<file path="config.mk">
export PLATFORM = sky130hd
export DESIGN_NAME = gate_stim_seq
export DESIGN_NICKNAME = d
export VERILOG_FILES = /design/src/rtl/gate_stim_seq.sv
export SDC_FILE = /design/constraint.sdc
export NUM_CORES = 1
export LEC_CHECK = 0
export ABC_AREA = 1
export CORE_MARGIN = 4
export CORE_UTILIZATION = 57
export CTS_CLUSTER_SIZE = 25
export DETAILED_ROUTE_END_ITERATION = 7
export PLACE_DENSITY_LB_ADDON = 0.15
export SLEW_MARGIN = 20
export SYNTH_ARGS = -nofsm -noshare
export SYNTH_HDL_FRONTEND = slang
export SYNTH_SLANG_ARGS = --single-unit
</file>
<file path="constraint.sdc">
create_clock -name clk -period 3 [get_ports clk]
set_input_delay 0.75 -clock clk [delete_from_list [all_inputs] [get_ports clk]]
set_output_delay 0.75 -clock clk [all_outputs]
set_load 0.05 [all_outputs]
</file>
<file path="src/rtl/gate_stim_seq.sv">
// Stimulus sequencer for a 2-input gate: walks {a,b} = 00..11, holds each vector, samples gate_out.
// Define GATE_SEQ_CHECK_EN to add truth-table comparison and a saturating mismatch counter (err_cnt).
module gate_stim_seq #(
    parameter int unsigned HOLD_CYCLES = 10,
    parameter int unsigned LOOPS       = 1,
    parameter logic [3:0]  EXP_TT      = 4'b1000
) (
    input  logic       clk,
    input  logic       rst_n,
    input  logic       start,
    input  logic       gate_out,
    output logic       a,
    output logic       b,
    output logic       busy,
    output logic       done,
    output logic [1:0] vec_idx,
    output logic       sample,
    output logic       sample_vld,
    output logic [3:0] err_cnt
);

    typedef enum logic [1:0] {IDLE, RUN, FIN} state_t;

    localparam logic [7:0] HOLD_LAST = 8'(HOLD_CYCLES - 1);
    localparam logic [3:0] LOOPS_W   = 4'(LOOPS);

    state_t     state_reg, state_next;
    logic [7:0] hold_cnt_reg;
    logic [3:0] loop_cnt_reg;
    logic [1:0] vec_idx_reg;
    logic       sample_reg;
    logic       sample_vld_reg;
    logic       take;
    logic       launch;

    always_ff @(posedge clk or negedge rst_n) begin
        if (!rst_n) begin
            state_reg <= IDLE;
        end else begin
            state_reg <= state_next;
        end
    end

    // FIN hands straight back to RUN when start is still high, giving back-to-back runs.
    always_comb begin
        state_next = state_reg;
        busy       = 1'b0;
        done       = 1'b0;
        take       = (state_reg == RUN) && (hold_cnt_reg == HOLD_LAST);
        launch     = start && ((state_reg == IDLE) || (state_reg == FIN));
        case (state_reg)
            IDLE: begin
                if (start) state_next = RUN;
            end
            RUN: begin
                busy = 1'b1;
                if (take && (vec_idx_reg == 2'd3) && ((loop_cnt_reg + 4'd1) == LOOPS_W))
                    state_next = FIN;
            end
            FIN: begin
                done       = 1'b1;
                state_next = start ? RUN : IDLE;
            end
            default: state_next = IDLE;
        endcase
    end

    always_ff @(posedge clk or negedge rst_n) begin
        if (!rst_n) begin
            hold_cnt_reg   <= '0;
            loop_cnt_reg   <= '0;
            vec_idx_reg    <= '0;
            sample_reg     <= 1'b0;
            sample_vld_reg <= 1'b0;
        end else begin
            sample_vld_reg <= take;
            if (take) sample_reg <= gate_out;
            if (launch) begin
                hold_cnt_reg <= '0;
                loop_cnt_reg <= '0;
                vec_idx_reg  <= '0;
            end else if (state_reg == RUN) begin
                if (take) begin
                    hold_cnt_reg <= '0;
                    vec_idx_reg  <= vec_idx_reg + 2'd1;
                    if (vec_idx_reg == 2'd3) loop_cnt_reg <= loop_cnt_reg + 4'd1;
                end else begin
                    hold_cnt_reg <= hold_cnt_reg + 8'd1;
                end
            end
        end
    end

`ifdef GATE_SEQ_CHECK_EN
    logic [3:0] err_cnt_reg;

    always_ff @(posedge clk or negedge rst_n) begin
        if (!rst_n) begin
            err_cnt_reg <= '0;
        end else if (launch) begin
            err_cnt_reg <= '0;
        end else if (take && (gate_out ^ EXP_TT[vec_idx_reg]) && (err_cnt_reg != 4'd15)) begin
            err_cnt_reg <= err_cnt_reg + 4'd1;
        end
    end

    assign err_cnt = err_cnt_reg;
`else
    assign err_cnt = 4'd0;
`endif

    // vec_idx wraps to 0 on the final sample, so a/b read 00 in FIN and IDLE without extra gating.
    assign vec_idx    = vec_idx_reg;
    assign a          = vec_idx_reg[1];
    assign b          = vec_idx_reg[0];
    assign sample     = sample_reg;
    assign sample_vld = sample_vld_reg;

endmodule

</file>
Yosys cells after proc, flatten, opt, wreduce, memory -nomap -nowiden
Index checks and enable logic that the tools add are counted. W data, S select, Z words.

Reduce and logical (&&, ||, !) cells: 12. Equality and inequality tests: 7. $add $sub $neg: 3. Mux-type cells: 16.

Operators with widths (count): $mux W8 (3); $mux W4 (4); $mux W2 (5); $add A8 B1 Y8 const B (1); $eq A8 B4 Y1 const B (1); $pmux W2 S3 (1); $reduce_bool A2 Y1 (3); $add A4 B1 Y4 const B (1); $eq A2 B2 Y1 const B (2); $eq A4 B1 Y1 const B (1); $logic_and A1 B1 Y1 (4); $ne A2 B2 Y1 const B (2); $reduce_and A2 Y1 (2); $mux W1 (3); $reduce_and A3 Y1 (1); $add A2 B1 Y2 const B (1); $eq A2 B1 Y1 const B (1); $logic_not A2 Y1 (1); $logic_or A1 B1 Y1 (1).

Input bits: 4. Logic and storage cells: 44. Output and inout bits: 12. Register bits after elaboration: 18.

Logic depth before layout (Yosys ltp)
Depth in word-level cells: 6. Gate-level depth with buffers: 8. Gate-level depth less buffers: 8.

Least setup slack after synthesis
OpenSTA, ideal clock, no wires.

Path type: reg2out. Start point: register state_reg[1]. End point: output done. Arrival time: 1142 ps. Stages on the path, launching flop included: 3. Buffers on the path: 0. Setup slack: 1108 ps. Data required time: 2250 ps. Path through: dfrtp_1 > inv_1 > nor2_1.

Word-level cells in the longest chain between the ends: 2.

RTL lines: start: declaration (RTL line 27) `state_t state_reg, state_next;`; start signal: assignment (RTL line 40) `state_reg <= state_next;`; $eq A2 B2 Y1 (RTL line 51) `case (state_reg)`; $mux W1 (RTL line 51); end: declaration (RTL line 15) `output logic done,`.

No other way between the ends.

Worst setup path in the final report
Start point: register state_reg[0]. End point: output busy.

Word-level cells in the longest chain between the ends: 2.

RTL lines: $eq A2 B1 Y1 (RTL line 51); $mux W1 (RTL line 51); end: declaration (RTL line 14) `output logic busy,`.

No other way between the ends.

==> flow_summary.yaml <==
worst_setup_path:
  crit_type: "flip-flop to output pin"
  cp_num_buf_inv: 2
  crit_path_max_incr_delay_ps: 830
  cp-start-kind: "flip-flop"
  crit_path_max_fanout: 5
  endpoint_kind: "output pin"
  cp_slowest_cell: "clkdlybuf4s50_1"
  crit_chain: "inv_2 -> nor2_8 -> clkdlybuf4s50_1"
  cp_top_family: "buffers and inverters"
  crit_arrival_ps: 1760
  required_ps: 2250
hold_path:
  hold_path_class: "flip-flop to flip-flop"
finish:
  final_util: 0.7000
  largest_register_ffs: 8
  final_cells: 172
  n_antenna_cell: 0
  area_growth_pct: 11.26
  final_nets: 157
  drive_gt1_frac: 0.1497
clock_network:
  postCtsHoldBufs: 0
  cts_buffer_depth: 2
  cts_buffers: 3
  clkLatencyLatePin_ps: 300
  post_cts_resized: 0
  htree_levels: 1
  clk_pin_slew_ps: 110
  cts_tree: "done"
  cts_root_buf: "clkbuf_4"
  cts_setup_buffers: 0
  cts.sink_count: 18
floorplanning:
  die-area_um2: 2766
  boundaryPins: 16
  die_height_um: 52.60
  start_util: 0.6292
  coreArea_um2: 1802
  rows: 15
  die_w_um: 52.60
grt:
  antenna_found_initial: 0
  grt_max_degree: 19
  grt_remaining_overflow: 0
  grt_first_pass_wirelength_um: 3753
  grt_pass1_vias: 845
  grt_usage: 0.1866
synthesis:
  synth.largest_area_cell: "dfrtp_1"
  synth_top_area_frac: 0.3974
  syn_inst: 137
  synthTopCellsByArea: "dfrtp_1 40%, nand2_1 12%, ha_1 5.5%, nor2_1 5.3%, inv_1 4.3%"
  netlist_area_um2: 1134
  synth_seq_cells: 18
  synth-seq-area-share: 0.3974
  syn_avg_cell_area_um2: 8.274
  ys_types: 26
  ys_warn_count: 0
power:
  cellPowerDensity_nw_per_um2: 332.5
  p_leak_nw: 0.6584
  p_seq_frac: 0.581
  cell_internal_pwr_uw: 322.0
  p_sw_frac: 0.2323
  p_comb_frac: 0.057
  power_frac_clock: 0.362
  ir_drop_mv: 0.1992
  p_switching_uw: 97.44
routing:
  vias: 869
  totalWireLength_um: 2041
  viasPerCell: 5.052
  wire_per_inst_um: 11.87
  ant_nets: 0
  drtPass1Iterations: 4
  drt_iter0_markers: 31
  drc: 0
sta:
  fin_worst_skew_ps: 6.847
  tightest_slew_ps: 774.0
  rsz0062_at_grt: "false"
  finalCritPeriodShare: 0.8360
  relSlewSlack: 0.4824
  hold_viol_final: 0
  setup_ws_ps: 492.1
  max_freq_mhz: 398.7
  fin_crit_ps: 2508
  setup_tns_ps: 0
  slew_violations: 0
  setup_viol: 0
placement:
  place.gp.congestion: 0.8215
  portBuffers: 11
  place_inst: 168
  dp_slack_ps: 819.3
  hpwl_um: 1588
run:
  maxCapViolCount: 0
run_status:
  status: "finished, final reports clean"
through the flow:
stage / total power [mW] / area, um^2 / hold WS (ps)
after floorplan: 0.2662 / 1145 / 454.4
after global placement: 0.2724 / 1225 / 466.7
after detailed placement: 0.2725 / 1225 / 470.7
after CTS: 0.4251 / 1261 / 495.7
after global routing: 0.4307 / 1261 / 551.4
final: 0.4194 / 1261 / 489.9
path summary, 6_finish.rpt:
path,from,slack [ps],to,cells past startpoint
min in group asynchronous,rst_n,890,hold_cnt_reg[6],1
worst min-delay path,sample,490,sample,2
worst max register to register,hold_cnt_reg[1],1690,hold_cnt_reg[2],7
max in group asynchronous,rst_n,1620,loop_cnt_reg[2],1
worst min register to register,sample,490,sample,2
worst max-delay path,state_reg[0],490,busy,3
power groups by stage:
stage	combinational (mW)	clock, mW	sequential (mW)
2_1_floorplan	0.0154	0	0.251
3_3_place_gp	0.0242	0	0.248
3_5_place_dp	0.0242	0	0.248
4_1_cts	0.0242	0.157	0.244
5_1_grt	0.0256	0.161	0.244
6_report	0.0239	0.152	0.244
final cells by class:
type | instances | area (um^2)
multi-input cells | 98 | 571.8
fillers | 155 | 540.5
flip-flops and latches | 18 | 450.4
repair buffers | 11 | 110.1
inverters | 16 | 61.31
clock buffers | 4 | 36.28
well taps | 25 | 31.28
layout by cell type, fill, tap and decap left out, types with 2 or more instances in the layout:
master and instances:
conb_1 4, clkdlybuf4s50_1 11, inv_2 2, nand2_2 2
nor2_4 4, nand2_1 36, nand4_1 6, nand3_2 2
inv_1 13, nand3_1 9, xor2_1 2, clkbuf_4 3
nand3b_1 2, dfrtp_1 18, nand2_4 3, nor2_1 16
ha_1 5
cells in the mapped netlist (all sizes together):
library cell  instances
inv                  15
nor2                 21
clkinv                1
conb                  1
nand2                41
xor2                  2
buf                   7
a21oi                 2
nand3b                2
clkbuf                1
o21bai                1
nand3                12
ha                    5
dfrtp                18
nand4                 6
o21ai                 2
worst register-to-register path, stage by stage (launching register included):
cell,delay [ps]
dfrtp_1,420
inv_1,70
ha_1,170
nand3_2,100
nor2_4,160
nand2_2,100
nand2_2,120
nor2_1,70
routing by layer:
metal | track usage | part of all wire | up-vias | wire (um)
li1 | - | - | 442 | -
met5 | 0 | 0 | - | 0
met2 | 0.3058 | 0.47 | 23 | 962
met3 | 0.03704 | 0.051 | 4 | 105
met1 | 0.2342 | 0.46 | 400 | 945
met4 | 0.08511 | 0.014 | 0 | 29
kinds of logic after synthesis:
family | Yosys count | synth area share
and+or+nand+nor | 82 | 0.3896
buffers and inverters | 24 | 0.1082
DFF | 18 | 0.3973
AOI/OAI and AO/OA | 5 | 0.03089
adders and majority gates | 5 | 0.05519
xor gates and xnor gates | 2 | 0.01546
other | 1 | 0.003308
Power figures use the tool's default switching activity.
